$ cat config.mk
export PLATFORM = sky130hd
export DESIGN_NAME = countrate_wb_readout
export DESIGN_NICKNAME = d
export VERILOG_FILES = /design/src/rtl/countrate_wb_readout.sv
export SDC_FILE = /design/constraint.sdc
export NUM_CORES = 1
export LEC_CHECK = 0
export ABC_AREA = 1
export ABC_CLOCK_PERIOD_IN_PS = 3800
export CAP_MARGIN = 0
export CELL_PAD_IN_SITES_DETAIL_PLACEMENT = 1
export CELL_PAD_IN_SITES_GLOBAL_PLACEMENT = 1
export CORE_ASPECT_RATIO = 1.1
export CORE_UTILIZATION = 30
export DETAILED_ROUTE_END_ITERATION = 16
export PLACE_DENSITY = 0.63
export SLEW_MARGIN = 20
export SYNTH_ARGS = -nofsm -noshare
export SYNTH_HDL_FRONTEND = slang
export SYNTH_SLANG_ARGS = --single-unit
$ cat constraint.sdc
create_clock -name clk -period 3.8 [get_ports clk]
set_clock_uncertainty 0.15 [all_clocks]
set_input_delay 0.38 -clock clk [delete_from_list [all_inputs] [get_ports clk]]
set_output_delay 0.38 -clock clk [all_outputs]
set_load 0.01 [all_outputs]
$ cat src/rtl/countrate_wb_readout.sv
// countrate_wb_readout
//   Control and readout stage placed after the countrate block. It drives
//   window_size, start_counting and reset_counting from host registers.
//   Each count_valid pulse is captured into a snapshot bank. The host reads
//   that bank over a single-clock classic Wishbone slave. Reading COUNT[0]
//   latches a coherent copy of every channel into a read shadow, and the
//   other COUNT[i] registers are served from that shadow.
//
//   Optional feature: define COUNTRATE_READOUT_IRQ_EN to add the irq output
//   port and the writable IRQ_EN bit (CONTROL bit3).
module countrate_wb_readout #(
  parameter int unsigned NUM_OF_CHANNELS = 4,
  parameter int unsigned COUNTER_WIDTH   = 32,
  parameter int unsigned WINDOW_WIDTH    = 64,
  parameter logic [63:0] DEFAULT_WINDOW  = 64'd50000
) (
  input  logic                                     clk,
  input  logic                                     rst,
  input  logic [NUM_OF_CHANNELS*COUNTER_WIDTH-1:0] count_data,
  input  logic                                     count_valid,
  output logic [WINDOW_WIDTH-1:0]                  window_size,
  output logic                                     start_counting,
  output logic                                     reset_counting,
  input  logic                                     wb_cyc,
  input  logic                                     wb_stb,
  input  logic                                     wb_we,
  input  logic [7:0]                               wb_addr,
  input  logic [31:0]                              wb_data_i,
  output logic [31:0]                              wb_data_o,
`ifdef COUNTRATE_READOUT_IRQ_EN
  output logic                                     irq,
`endif
  output logic                                     wb_ack
);

  localparam int unsigned SNAP_W  = NUM_OF_CHANNELS * COUNTER_WIDTH;
  localparam int unsigned HI_W    = WINDOW_WIDTH - 32;
  localparam logic [31:0] ID_WORD = 32'h43525431;

  // Register word indices, taken from wb_addr[7:2].
  localparam logic [5:0] IDX_ID     = 6'd0;
  localparam logic [5:0] IDX_CTRL   = 6'd1;
  localparam logic [5:0] IDX_STATUS = 6'd2;
  localparam logic [5:0] IDX_WIN_LO = 6'd3;
  localparam logic [5:0] IDX_WIN_HI = 6'd4;
  localparam logic [5:0] IDX_WCOUNT = 6'd5;
  localparam logic [5:0] IDX_COUNT0 = 6'd8;
  localparam logic [6:0] COUNT_END  = 7'(8 + NUM_OF_CHANNELS);

  logic                    wb_ack_r;
  logic [31:0]             wb_data_r;
  logic [WINDOW_WIDTH-1:0] window_r;
  logic                    start_r;
  logic                    reset_r;
  logic                    freeze_r;
  logic                    irq_en_s;
  logic [SNAP_W-1:0]       snap_r;
  logic [SNAP_W-1:0]       shadow_r;
  logic                    snap_valid_r;
  logic                    overrun_r;
  logic [31:0]             window_count_r;

  logic [5:0]  idx_s;
  logic        req_s;
  logic        wr_s;
  logic        rd_s;
  logic        wr_ctrl_s;
  logic        ctrl_reset_s;
  logic        rd_count0_s;
  logic        capture_s;
  logic        snap_valid_next_s;
  logic        overrun_next_s;
  logic [31:0] cnt_word_s;
  logic [31:0] rd_word_s;
  logic        unused_addr_s;

  assign idx_s         = wb_addr[7:2];
  assign unused_addr_s = ^wb_addr[1:0];

  // A new Wishbone request is accepted only when no ack is pending.
  assign req_s        = wb_cyc & wb_stb & ~wb_ack_r;
  assign wr_s         = req_s & wb_we;
  assign rd_s         = req_s & ~wb_we;
  assign wr_ctrl_s    = wr_s & (idx_s == IDX_CTRL);
  assign ctrl_reset_s = wr_ctrl_s & wb_data_i[1];
  assign rd_count0_s  = rd_s & (idx_s == IDX_COUNT0);
  assign capture_s    = count_valid & ~freeze_r;

  // Next status bits: a capture sets bits, W1C clears bits, and set wins on a tie.
  always_comb begin
    snap_valid_next_s = snap_valid_r;
    overrun_next_s    = overrun_r;
    if (wr_s && (idx_s == IDX_STATUS)) begin
      snap_valid_next_s = snap_valid_r & ~wb_data_i[0];
      overrun_next_s    = overrun_r & ~wb_data_i[1];
    end else begin
      snap_valid_next_s = snap_valid_r;
      overrun_next_s    = overrun_r;
    end
    if (capture_s) begin
      snap_valid_next_s = 1'b1;
      overrun_next_s    = overrun_next_s | snap_valid_r;
    end else begin
      snap_valid_next_s = snap_valid_next_s;
      overrun_next_s    = overrun_next_s;
    end
  end

  // COUNT word select: COUNT[0] comes from the live snapshot, the rest from the shadow.
  always_comb begin
    cnt_word_s = 32'd0;
    if (({1'b0, idx_s} >= {1'b0, IDX_COUNT0}) && ({1'b0, idx_s} < COUNT_END)) begin
      if (idx_s == IDX_COUNT0) begin
        cnt_word_s[COUNTER_WIDTH-1:0] = snap_r[COUNTER_WIDTH-1:0];
      end else begin
        cnt_word_s[COUNTER_WIDTH-1:0] =
          shadow_r[int'(idx_s - IDX_COUNT0) * COUNTER_WIDTH +: COUNTER_WIDTH];
      end
    end else begin
      cnt_word_s = 32'd0;
    end
  end

  // Read data multiplexer for the register map.
  always_comb begin
    rd_word_s = 32'd0;
    case (idx_s)
      IDX_ID:     rd_word_s = ID_WORD;
      IDX_CTRL:   rd_word_s = {28'd0, irq_en_s, freeze_r, 2'b00};
      IDX_STATUS: rd_word_s = {24'(NUM_OF_CHANNELS), 6'd0, overrun_r, snap_valid_r};
      IDX_WIN_LO: rd_word_s = window_r[31:0];
      IDX_WIN_HI: begin
        rd_word_s            = 32'd0;
        rd_word_s[HI_W-1:0]  = window_r[WINDOW_WIDTH-1:32];
      end
      IDX_WCOUNT: rd_word_s = window_count_r;
      default:    rd_word_s = cnt_word_s;
    endcase
  end

  // Wishbone handshake: one-cycle ack, and read data that holds until the next read.
  always_ff @(posedge clk or negedge rst) begin
    if (!rst) begin
      wb_ack_r  <= 1'b0;
      wb_data_r <= 32'd0;
    end else begin
      wb_ack_r <= wb_cyc & wb_stb & ~wb_ack_r;
      if (rd_s) begin
        wb_data_r <= rd_word_s;
      end
    end
  end

  // Control registers, the window size and the one-cycle countrate pulses.
  always_ff @(posedge clk or negedge rst) begin
    if (!rst) begin
      window_r <= DEFAULT_WINDOW[WINDOW_WIDTH-1:0];
      start_r  <= 1'b0;
      reset_r  <= 1'b0;
      freeze_r <= 1'b0;
    end else begin
      start_r <= wr_ctrl_s & wb_data_i[0];
      reset_r <= ctrl_reset_s;
      if (wr_ctrl_s) begin
        freeze_r <= wb_data_i[2];
      end
      if (wr_s && (idx_s == IDX_WIN_LO)) begin
        window_r[31:0] <= wb_data_i;
      end
      if (wr_s && (idx_s == IDX_WIN_HI)) begin
        window_r[WINDOW_WIDTH-1:32] <= wb_data_i[HI_W-1:0];
      end
    end
  end

  // Snapshot capture, shadow copy, status and window counter. A CONTROL reset write overrides a capture on the same edge.
  always_ff @(posedge clk or negedge rst) begin
    if (!rst) begin
      snap_r         <= '0;
      shadow_r       <= '0;
      snap_valid_r   <= 1'b0;
      overrun_r      <= 1'b0;
      window_count_r <= 32'd0;
    end else if (ctrl_reset_s) begin
      snap_r         <= '0;
      shadow_r       <= '0;
      snap_valid_r   <= 1'b0;
      overrun_r      <= 1'b0;
      window_count_r <= 32'd0;
    end else begin
      if (count_valid) begin
        window_count_r <= window_count_r + 32'd1;
      end
      if (capture_s) begin
        snap_r <= count_data;
      end
      // The shadow takes the snapshot held before this edge, so a coincident capture is not mixed in.
      if (rd_count0_s) begin
        shadow_r <= snap_r;
      end
      snap_valid_r <= snap_valid_next_s;
      overrun_r    <= overrun_next_s;
    end
  end

`ifdef COUNTRATE_READOUT_IRQ_EN
  logic irq_en_r;
  logic irq_r;

  assign irq_en_s = irq_en_r;
  assign irq      = irq_r;

  // IRQ_EN register and the registered interrupt line.
  always_ff @(posedge clk or negedge rst) begin
    if (!rst) begin
      irq_en_r <= 1'b0;
      irq_r    <= 1'b0;
    end else begin
      if (wr_ctrl_s) begin
        irq_en_r <= wb_data_i[3];
      end
      irq_r <= snap_valid_r & irq_en_r;
    end
  end
`else
  assign irq_en_s = 1'b0;
`endif

  assign wb_ack         = wb_ack_r;
  assign wb_data_o      = wb_data_r;
  assign window_size    = window_r;
  assign start_counting = start_r;
  assign reset_counting = reset_r;

endmodule
## Yosys cells after proc, flatten, opt, wreduce, memory -nomap -nowiden

Index checks and enable logic that the tools add are counted.

- Add/subtract/negate cells: 2
- Magnitude comparators: 2
- Eq/ne operators: 6
- Shift-type cells: 1
- Muxes and demuxes: 15
- Bitwise logic cells: 17
- Reduce and logical (&&, ||, !) cells: 9

Operators by type and width:

| cell | count |
|---|---|
| $mux W128 | 4 |
| $pmux W32 S6 | 1 |
| $mux W32 | 4 |
| $shiftx A128 B33 Y32 | 1 |
| $add A32 B1 Y32 const B | 1 |
| $eq A6 B2 Y1 const B | 2 |
| $eq A6 B3 Y1 const B | 2 |
| $and A1 B1 Y1 | 11 |
| $sub A6 B4 Y7 const B | 1 |
| $eq A6 B1 Y1 const B | 1 |
| $eq A6 B4 Y1 const B | 1 |
| $ge A6 B4 Y1 const B | 1 |
| $logic_not A6 Y1 | 1 |
| $lt A6 B4 Y1 const B | 1 |
| $mux W1 | 6 |
| $reduce_bool A2 Y1 | 3 |
| $not A1 Y1 | 5 |
| $logic_and A1 B1 Y1 | 4 |
| $reduce_bool A3 Y1 | 1 |
| $or A1 B1 Y1 | 1 |

- Register bits: 390
- Input port bits: 174
- Output and inout bits: 99
- Word-level logic and storage cells: 64

## Logic depth before layout (Yosys ltp)

Gate-level depths: netlist (run 1).

- Depth in word-level cells: 8
- Gate-level depth with buffers: 11
- Mapped depth without buffers: 11

## Worst setup path after synthesis (run 1)

OpenSTA, ideal clock, no wires.

- Path kind: input to register
- Start point: in wb_addr[2]
- End point: reg shadow_r[102]
- Arrival time: 1,384 ps
- Data required time: 3,529 ps
- Setup slack: 2,146 ps
- Cell stages on the path: 9
- Path buffers: 3
- Cells stage by stage: buf_6 nor2_8 nand2_2 nor2_4 inv_2 buf_6 buf_2 nand3_1 o21ai_1

- Word-level cells in the longest chain between the ends: 4
- Elaborated cells on any way between the ends: 7
- Classes of those cells: eq/ne (2); mux (1); bitwise (3); reduce/logical (1)

Ends and longest elaborated chain:

| item | line | RTL |
|---|---|---|
| from (decl) | 27 | `input logic [7:0] wb_addr,` |
| $eq A6 B1 Y1 | 84 | `assign wr_ctrl_s = wr_s & (idx_s == IDX_CTRL);` |
| $and A1 B1 Y1 | 84 |  |
| $and A1 B1 Y1 | 85 | `assign ctrl_reset_s = wr_ctrl_s & wb_data_i[1];` |
| $mux W128 or $reduce_bool A2 Y1 (tied branches) | n/a |  |
| to (signal assigned) | 199 | `shadow_r <= snap_r;` |
| to (decl) | 58 | `logic [SNAP_W-1:0] shadow_r;` |

Parallel ways exist; a longest one is shown, timed or not.
A chain may end at the register's enable or synchronous reset.

## Worst setup path in the final report (run 1)

- Start point: in wb_addr[3]
- End point: reg shadow_r[99]

The elaborated chain is that of the path after synthesis.

==> flow_metrics.tcl, run 1 <==
set metrics [dict create \
    status "finished clean" \
    cp_data_arrival_time_ps 2810 \
    worst_ir_drop_vdd_uv 260 \
    drive_above_1_share_pct 5.34 \
    yosysWarnings 0 \
    vias 15400 \
    cts_sinks 359 \
    wl_per_cell_um 19.6 \
    synthArstFlopShare_pct 100 \
    ioPinCount 273 \
    viasPerCell 4.75 \
    power.leakage_nw 10.9 \
    overflow 0 \
    grt_max_degree 143 \
    drt_iter0_drc 953 \
    worstPathRequired_ps 4120 \
    crit_path_max_fanout 68 \
    post-route-period-util_pct 65.4 \
    synth.most_common_cell "nand2_1" \
    ys_types 34 \
    clock_latency_ps 560 \
    place_congestion 0.872 \
    first_global_vias 16300 \
    synth-edff-count 0 \
    finalSetupTns_ps 0 \
    cts_buffers 42 \
    totalWireLength_um 63400 \
    cts_root_buf "clkbuf_16" \
    core_area_um2 56400 \
    synthTopCellsByArea "dfrtp_1 51%, nand2_1 13%, inv_1 8.1%" \
    cts_tree "done" \
    dp_hpwl_um 48200 \
    holdWs_ps 248 \
    total_power_mw 9.85 \
    nNetsFinal 2632 \
    diodes 0 \
    end_kind "flip-flop" \
    slew_headroom_pct 53.2 \
    grt_pass1_wl_um 97700 \
    area_delta_synth_final_pct 27.7 \
    syn_area_um2 17200 \
    design_area_um2 22000 \
    portBuffers 270 \
    critical_path_class "in2reg" \
    synth_ff_type "dfrtp_1" \
    place_area_um2 20600 \
    drc_errors 0 \
    drtPass1Iterations 5 \
    drtAntennaViolNets 0 \
    syn_inst 2224 \
    hold_viol 0 \
    core.rowCount 91 \
    antenna_found_initial 0 \
    htree_levels 2 \
    rsz0062_at_grt "no" \
    syn_area_per_cell_um2 7.73 \
    setup_violations 0 \
    fin_crit_ps 2490 \
    worst_pin_slew_ps 701 \
    cap_viol_max_count 0 \
    synth_area_leader_cell "dfrtp_1" \
    slew_violations 0 \
    fmax_mhz 402 \
    die_w_um 230 \
    path_clk_slew_ps 60 \
    post_cts_buffers 0 \
    synthTopCellsByCount "614 x nand2_1, 372 x inv_1, 353 x dfrtp_1" \
    syn_nets 2399 \
    ctsLongestPathBuffers 3 \
    dieArea_um2 58300 \
    ys_seq_elements 359 \
    die_y_um 253 \
    final_cells 3233 \
    cts_resized 0 \
    grt.total_usage_pct 22.1 \
    yosysSeqAreaShare_pct 52.3 \
    min_path_type "in2reg" \
    powerDensity_nw_per_um2 449 \
    start_util_pct 30.5 \
    synth_top_area_share_pct 51.4 \
    placed_cells 3156 \
    cp-start-kind "input pin" \
]
## kinds of logic (layout without fill, tap and decap cells)
family	Yosys count	after routing	synth area share (%)
DFF	359	359	52.3
and+or+nand+nor	972	972	23.1
AOI/OAI and AO/OA	394	394	12.4
adders and majority gates	1	1	0.0728
buffers and inverters	498	763	12.1
## layout by cell type, fill, tap and decap left out, drive strengths merged, types with 2 or more instances in the layout
| cell | instances |
|---|---|
| dfstp | 6 |
| bufinv | 3 |
| clkdlybuf4s50 | 269 |
| inv | 379 |
| nand4 | 16 |
| buf | 38 |
| o21ai | 277 |
| nand2 | 621 |
| clkbuf | 67 |
| o211ai | 31 |
| o22ai | 30 |
| dfrtp | 353 |
| a21boi | 12 |
| nor2 | 193 |
| a21oi | 39 |
| nand3 | 134 |
| a31oi | 2 |
| clkinv | 6 |
| nor3 | 7 |
## final timing paths
check / from / endpoint / slack (ps) / depth (start not counted)
worst max-delay path: wb_addr[3] / shadow_r[99] / 1310 / 9
worst min-delay path: wb_data_i[9] / window_size[9] / 250 / 3
worst max register to register: wb_ack / snap_r[78] / 1420 / 6
worst min register to register: snap_r[5] / snap_r[5] / 330 / 2
max in group asynchronous: rst / shadow_r[75] / 2220 / 3
min in group asynchronous: rst / window_size[31] / 270 / 2
## through the flow
step / utilization (%) / worst slack [ps]
finish: 38.9 / 1310
CTS: 38.9 / 1320
floorplan: - / 2150
global placement: 36.5 / 815
global route: 38.9 / 1160
detailed placement: 36.5 / 737
## layer usage
layer	track usage, %	vias up	routed length, µm
met1	28.3	7510	27600
met5	0	-	0
met2	37.8	359	31000
met3	2.60	104	2230
li1	-	7381	-
met4	9.04	0	2590
## sequential cells by signal, summed over array words and instances, names as in the netlist
| signal | cells |
|---|---|
| wb_ack | 1 |
| window_count_r | 32 |
| overrun_r | 1 |
| reset_counting | 1 |
| shadow_r | 97 |
| wb_data_o | 32 |
| start_counting | 1 |
| snap_valid_r | 1 |
| freeze_r | 1 |
| window_size | 64 |
| snap_r | 128 |
## what timing repair did
item,CTS,global route
setup endpoints to repair,0,0
hold buffers,1,0
endpoints found under the hold margin,72,0
## power breakdown
group	switching [mW]	internal, mW	leakage (nW)	total [mW]
combinational	0.765	0.581	5.82	1.35
clock	1.65	2.48	0.685	4.13
sequential	0.229	4.14	4.43	4.37
## layout make-up
class	instances	area [µm²]
clock buffer	67	1270
clock inverter	9	124
fill	6840	34400
inverter	379	1430
multi-input combinational	1367	6130
sequential	359	8990
tap	744	931
timing repair buffer	308	3080
## critical path: stages
cell and delay (ps):
clkdlybuf4s50_1 750, buf_4 240, nor2_8 70, nand2_2 160
nor2_4 60, inv_4 210, buf_4 600, nand3_1 160
o21ai_1 130
Note: power is estimated with default switching activity, not from simulation.
==> run 2: changes to the inputs <==
--- a/config.mk
+++ b/config.mk
@@ -6,7 +6,7 @@
 export NUM_CORES = 1
 export LEC_CHECK = 0
 export ABC_AREA = 1
-export ABC_CLOCK_PERIOD_IN_PS = 3800
+export ABC_CLOCK_PERIOD_IN_PS = 2500
 export CAP_MARGIN = 0
 export CELL_PAD_IN_SITES_DETAIL_PLACEMENT = 1
 export CELL_PAD_IN_SITES_GLOBAL_PLACEMENT = 1
==> constraint.sdc (replaced) <==
create_clock -name clk -period 2.5 [get_ports clk]
set_clock_uncertainty 0.15 [all_clocks]
set_input_delay 0.25 -clock clk [delete_from_list [all_inputs] [get_ports clk]]
set_output_delay 0.25 -clock clk [all_outputs]
set_load 0.01 [all_outputs]
==> run 2 against run 1 <==
Effect of this change:
- sequential cell count unchanged
- critical path type is now reg2reg
- register-to-register slack got worse by 1100 ps
- first-iteration DRC count decreased by 3.1%
==> flow_metrics.tcl, run 2 (same netlist as run 1, synthesis figures left out) <==
set metrics [dict create \
    n_fill_cell 6775 \
    die_y_um 253 \
    r2r_slack_ps 370 \
    path_clk_slew_ps 60 \
    totalWireLength_um 65200 \
    power.leakage_nw 11.3 \
    vias 15600 \
    htree_levels 2 \
    route.met2.wl_um 32200 \
    antenna_found_initial 1 \
    ioPinCount 273 \
    first_global_vias 16600 \
    top_layer "met4" \
    startpoint "window_count_r[1]" \
    crit_path_max_fanout 5 \
    drc_errors 0 \
    dieArea_um2 58300 \
    final_common_cell "nand2_1" \
    status "finished clean" \
    drtPass1Iterations 5 \
    worstPathRequired_ps 2850 \
    area_delta_synth_final_pct 31.4 \
    cts_sinks 359 \
    cts_buffers 42 \
    largest_reg_flops 128 \
    post_cts_buffers 0 \
    clock_latency_ps 570 \
    rsz0062_at_grt "no" \
    ctsLongestPathBuffers 3 \
    dr_wl_met3_um 2540 \
    worst_ir_drop_vdd_uv 371 \
    place_congestion 0.920 \
    grt_pass1_wl_um 100000 \
    start_util_pct 30.5 \
    drive_above_1_share_pct 7.23 \
    overflow 0 \
    grt_max_degree 96 \
    fin_crit_ps 2130 \
    wl_per_cell_um 19.9 \
    cts_tree "done" \
    cp_data_arrival_time_ps 2490 \
    slew_headroom_pct 53.1 \
    drt-met1-wl_um 27600 \
    hold_viol 0 \
    post-route-period-util_pct 85.2 \
    final_cell_mix "614 x nand2_1, 372 x inv_1, 353 x dfrtp_1" \
    cp-start-kind "flip-flop" \
    setup_violations 0 \
    drtAntennaViolNets 0 \
    drt_iter0_drc 923 \
    portBuffers 270 \
    worst_pin_slew_ps 704 \
    holdWs_ps 78.7 \
    core.rowCount 91 \
    cap_viol_max_count 0 \
    nNetsFinal 2674 \
    min_from "wb_data_i[6]" \
    grt.total_usage_pct 22.7 \
    slew_violations 0 \
    viasPerCell 4.76 \
    critical_path_class "reg2reg" \
    end_kind "flip-flop" \
    min_path_type "in2reg" \
    total_power_mw 15.4 \
    fmax_mhz 469 \
    dp_hpwl_um 50300 \
    core_area_um2 56400 \
    cts_root_buf "clkbuf_16" \
    top_register "snap_r" \
    reg2reg_from "window_count_r[1]" \
    powerDensity_nw_per_um2 683 \
    die_w_um 230 \
]
[run 2: path summary, 6_finish.rpt]
| kind | depth (start not counted) | endpoint |
|---|---|---|
| min in group asynchronous | 2 | window_size[41] |
| min | 3 | window_size[6] |
| max | 9 | window_count_r[24] |
| max in group asynchronous | 3 | window_count_r[30] |
| min reg2reg | 2 | snap_r[122] |
| max reg2reg | 9 | window_count_r[24] |
[run 2: what timing repair did]
| action | CTS | global route |
|---|---|---|
| hold buffers | 1 | 0 |
| endpoints found under the setup margin | 0 | 0 |
| resized for setup | 0 | 0 |
| hold endpoints to repair | 75 | 0 |
[run 2: through the flow]
step	utilization, %	std cells	TNS, ps	worst slack [ps]	area [µm²]
2_1_floorplan	-	2224	0	854	17200
4_1_cts	40.1	3276	0	348	22600
5_1_grt	40.1	3276	0	121	22600
3_3_place_gp	37.4	3198	0	36.6	21100
3_5_place_dp	37.4	3198	-4.31	-4.31	21100
6_report	40.1	3277	0	369	22600
[run 2: metal layers]
layer  vias to the layer above  track usage (%)
met5                         -                0
met4                         0             10.4
met3                       110             2.94
met2                       356             39.4
li1                       7466                -
met1                      7656             27.9
[run 2: power breakdown]
part / switching (mW) / total [mW] / internal, mW
combinational: 1.20 / 2.13 / 0.938
sequential: 0.352 / 6.65 / 6.29
clock: 2.56 / 6.64 / 4.08
[run 2: area by class of cell]
| type | count | area, µm² | area share (%) |
|---|---|---|---|
| clock inverters | 17 | 251 | 1.11 |
| multi-input cells | 1367 | 6130 | 27.1 |
| well taps | 744 | 931 | 4.12 |
| diodes | 1 | 2.50 | 0.0111 |
| clock buffers | 60 | 1240 | 5.49 |
| flip-flops and latches | 359 | 8990 | 39.8 |
| repair buffers | 350 | 3610 | 16.0 |
| inverters | 379 | 1430 | 6.32 |
[run 2: critical path: stages, from the launching register on]
cell and delay (ps):
dfrtp_1 530, ha_1 280, nand2_1 70, nor2_1 110, nand4_1 160, nor2_1 420
nand3_1 140, nand2_1 100, inv_1 40, nor2_1 90
==> run 3: changes to the inputs <==
--- a/config.mk
+++ b/config.mk
@@ -13,7 +13,7 @@
 export CORE_ASPECT_RATIO = 1.1
 export CORE_UTILIZATION = 30
 export DETAILED_ROUTE_END_ITERATION = 16
-export PLACE_DENSITY = 0.63
+export PLACE_DENSITY = 0.69
 export SLEW_MARGIN = 20
 export SYNTH_ARGS = -nofsm -noshare
 export SYNTH_HDL_FRONTEND = slang
==> run 3 against run 2 <==
Effect of this change:
- clock power is 6.6% lower
- combinational power hardly changed
- cell count is 0.40% higher
- maximum frequency is 0.75% higher
- cell area is 0.22% higher
- critical endpoint is now window_size[9]
- largest cell class unchanged
- largest power group unchanged
==> flow_metrics.tcl, run 3 (same netlist as run 1, synthesis figures left out) <==
set metrics [dict create \
    crit_path_max_fanout 3 \
    core_area_um2 56400 \
    cts_buffers 42 \
    cts_resized 0 \
    use_met3_pct 2.34 \
    grt_pass1_wl_um 99200 \
    post_cts_buffers 0 \
    status "finished clean" \
    grt.busiest_layer "met2" \
    die_y_um 253 \
    overflow 0 \
    gr-usage-met1_pct 27.4 \
    cp_num_buf_inv 1 \
    cts_root_buf "clkbuf_16" \
    cp_slowest_stage_delay_ps 590 \
    worst_ir_drop_vdd_uv 438 \
    dp_hpwl_um 49900 \
    core.rowCount 91 \
    setup_violations 0 \
    fin_crit_ps 2120 \
    die_w_um 230 \
    total_power_mw 15.0 \
    cts_sinks 359 \
    cp-start-kind "flip-flop" \
    place_area_um2 21200 \
    largest_reg_flops 128 \
    drive_above_1_share_pct 7.70 \
    drtAntennaViolNets 0 \
    worst_pin_slew_ps 680 \
    final_cells 3290 \
    end_kind "primary output" \
    min_path_type "in2reg" \
    diodes 0 \
    drt_iter0_drc 837 \
    nNetsFinal 2688 \
    viasPerCell 4.76 \
    rsz0062_at_grt "no" \
    final_common_cell "nand2_1" \
    slew_headroom_pct 54.7 \
    portBuffers 270 \
    drc_errors 0 \
    design_area_um2 22600 \
    powerDensity_nw_per_um2 662 \
    power.leakage_nw 11.3 \
    antenna_found_initial 0 \
    grt_use_met2_pct 41.0 \
    worst_slack_ps 385 \
    start_util_pct 30.5 \
    hold_viol 0 \
    post-place-ws_ps -26.5 \
    slew_violations 0 \
    cp_data_arrival_time_ps 1720 \
    critical_path_class "reg2out" \
    placed_cells 3212 \
    vias 15700 \
    worstPathRequired_ps 2100 \
    post-route-period-util_pct 84.6 \
    top_register "snap_r" \
    wl_per_cell_um 19.6 \
    grt_max_degree 68 \
    clock_latency_ps 580 \
    final_cell_mix "614 x nand2_1, 372 x inv_1, 353 x dfrtp_1" \
    totalWireLength_um 64600 \
    cp_top_family "buffers and inverters" \
    cts_hold_buf 1 \
    drtPass1Iterations 5 \
    cap_viol_max_count 0 \
    place_congestion 0.908 \
    grt.total_usage_pct 22.4 \
    fmax_mhz 473 \
    final_core_utilization_pct 40.2 \
    cp_cell_sequence "clkdlybuf4s50_1" \
    ioPinCount 273 \
    ctsLongestPathBuffers 3 \
    area_delta_synth_final_pct 31.7 \
    first_global_vias 16700 \
    htree_levels 2 \
    critical-path-slowest-cell "clkdlybuf4s50_1" \
    path_clk_slew_ps 60 \
    cts_tree "done" \
    dieArea_um2 58300 \
]
[run 3: cell types whose count changed in the layout (fill, tap and decap cells not counted), moves of 2 or more]
cell       before  now
buf_4          55   64
bufinv_16       6    3
clkinv_4        1    3
clkbuf_8       10    5
buf_12         24   29
clkinv_2        7   10
[run 3: where the power goes]
part	internal (mW)	switching, mW
clock network	3.58	2.62
logic	0.943	1.22
registers	6.30	0.333
[run 3: worst paths after layout]
check                                endpoint  depth (start not counted)  slack, ps               from
max                            window_size[9]                          1        380     window_size[9]
min                            window_size[4]                          3         80       wb_data_i[4]
max reg2reg                window_count_r[19]                          7        460  window_count_r[7]
min reg2reg                       snap_r[122]                          2        340        snap_r[122]
max in group asynchronous        shadow_r[68]                          3       1290                rst
min in group asynchronous     window_size[39]                          2         90                rst
[run 3: cell type report]
class                   instances  area, µm²
clock buffers                  55       1150
clock inverters                22        226
fillers                      6828      33700
inverters                     379       1430
multi-input cells            1367       6130
flip-flops and latches        359       8990
well taps                     744        931
repair buffers                364       3780
[run 3: routing by layer]
layer | routed length (µm) | up-vias
li1 | - | 7486
met2 | 33500 | 313
met5 | 0 | -
met4 | 1860 | 0
met3 | 2100 | 83
met1 | 27100 | 7789
[run 3: metrics by stage]
stage | TNS, ps | hold WS, ps
finish | 0 | 80.4
global route | 0 | 93.8
floorplan | 0 | -196
global placement | 0 | 140
CTS | 0 | 58.8
detailed placement | -213 | 149
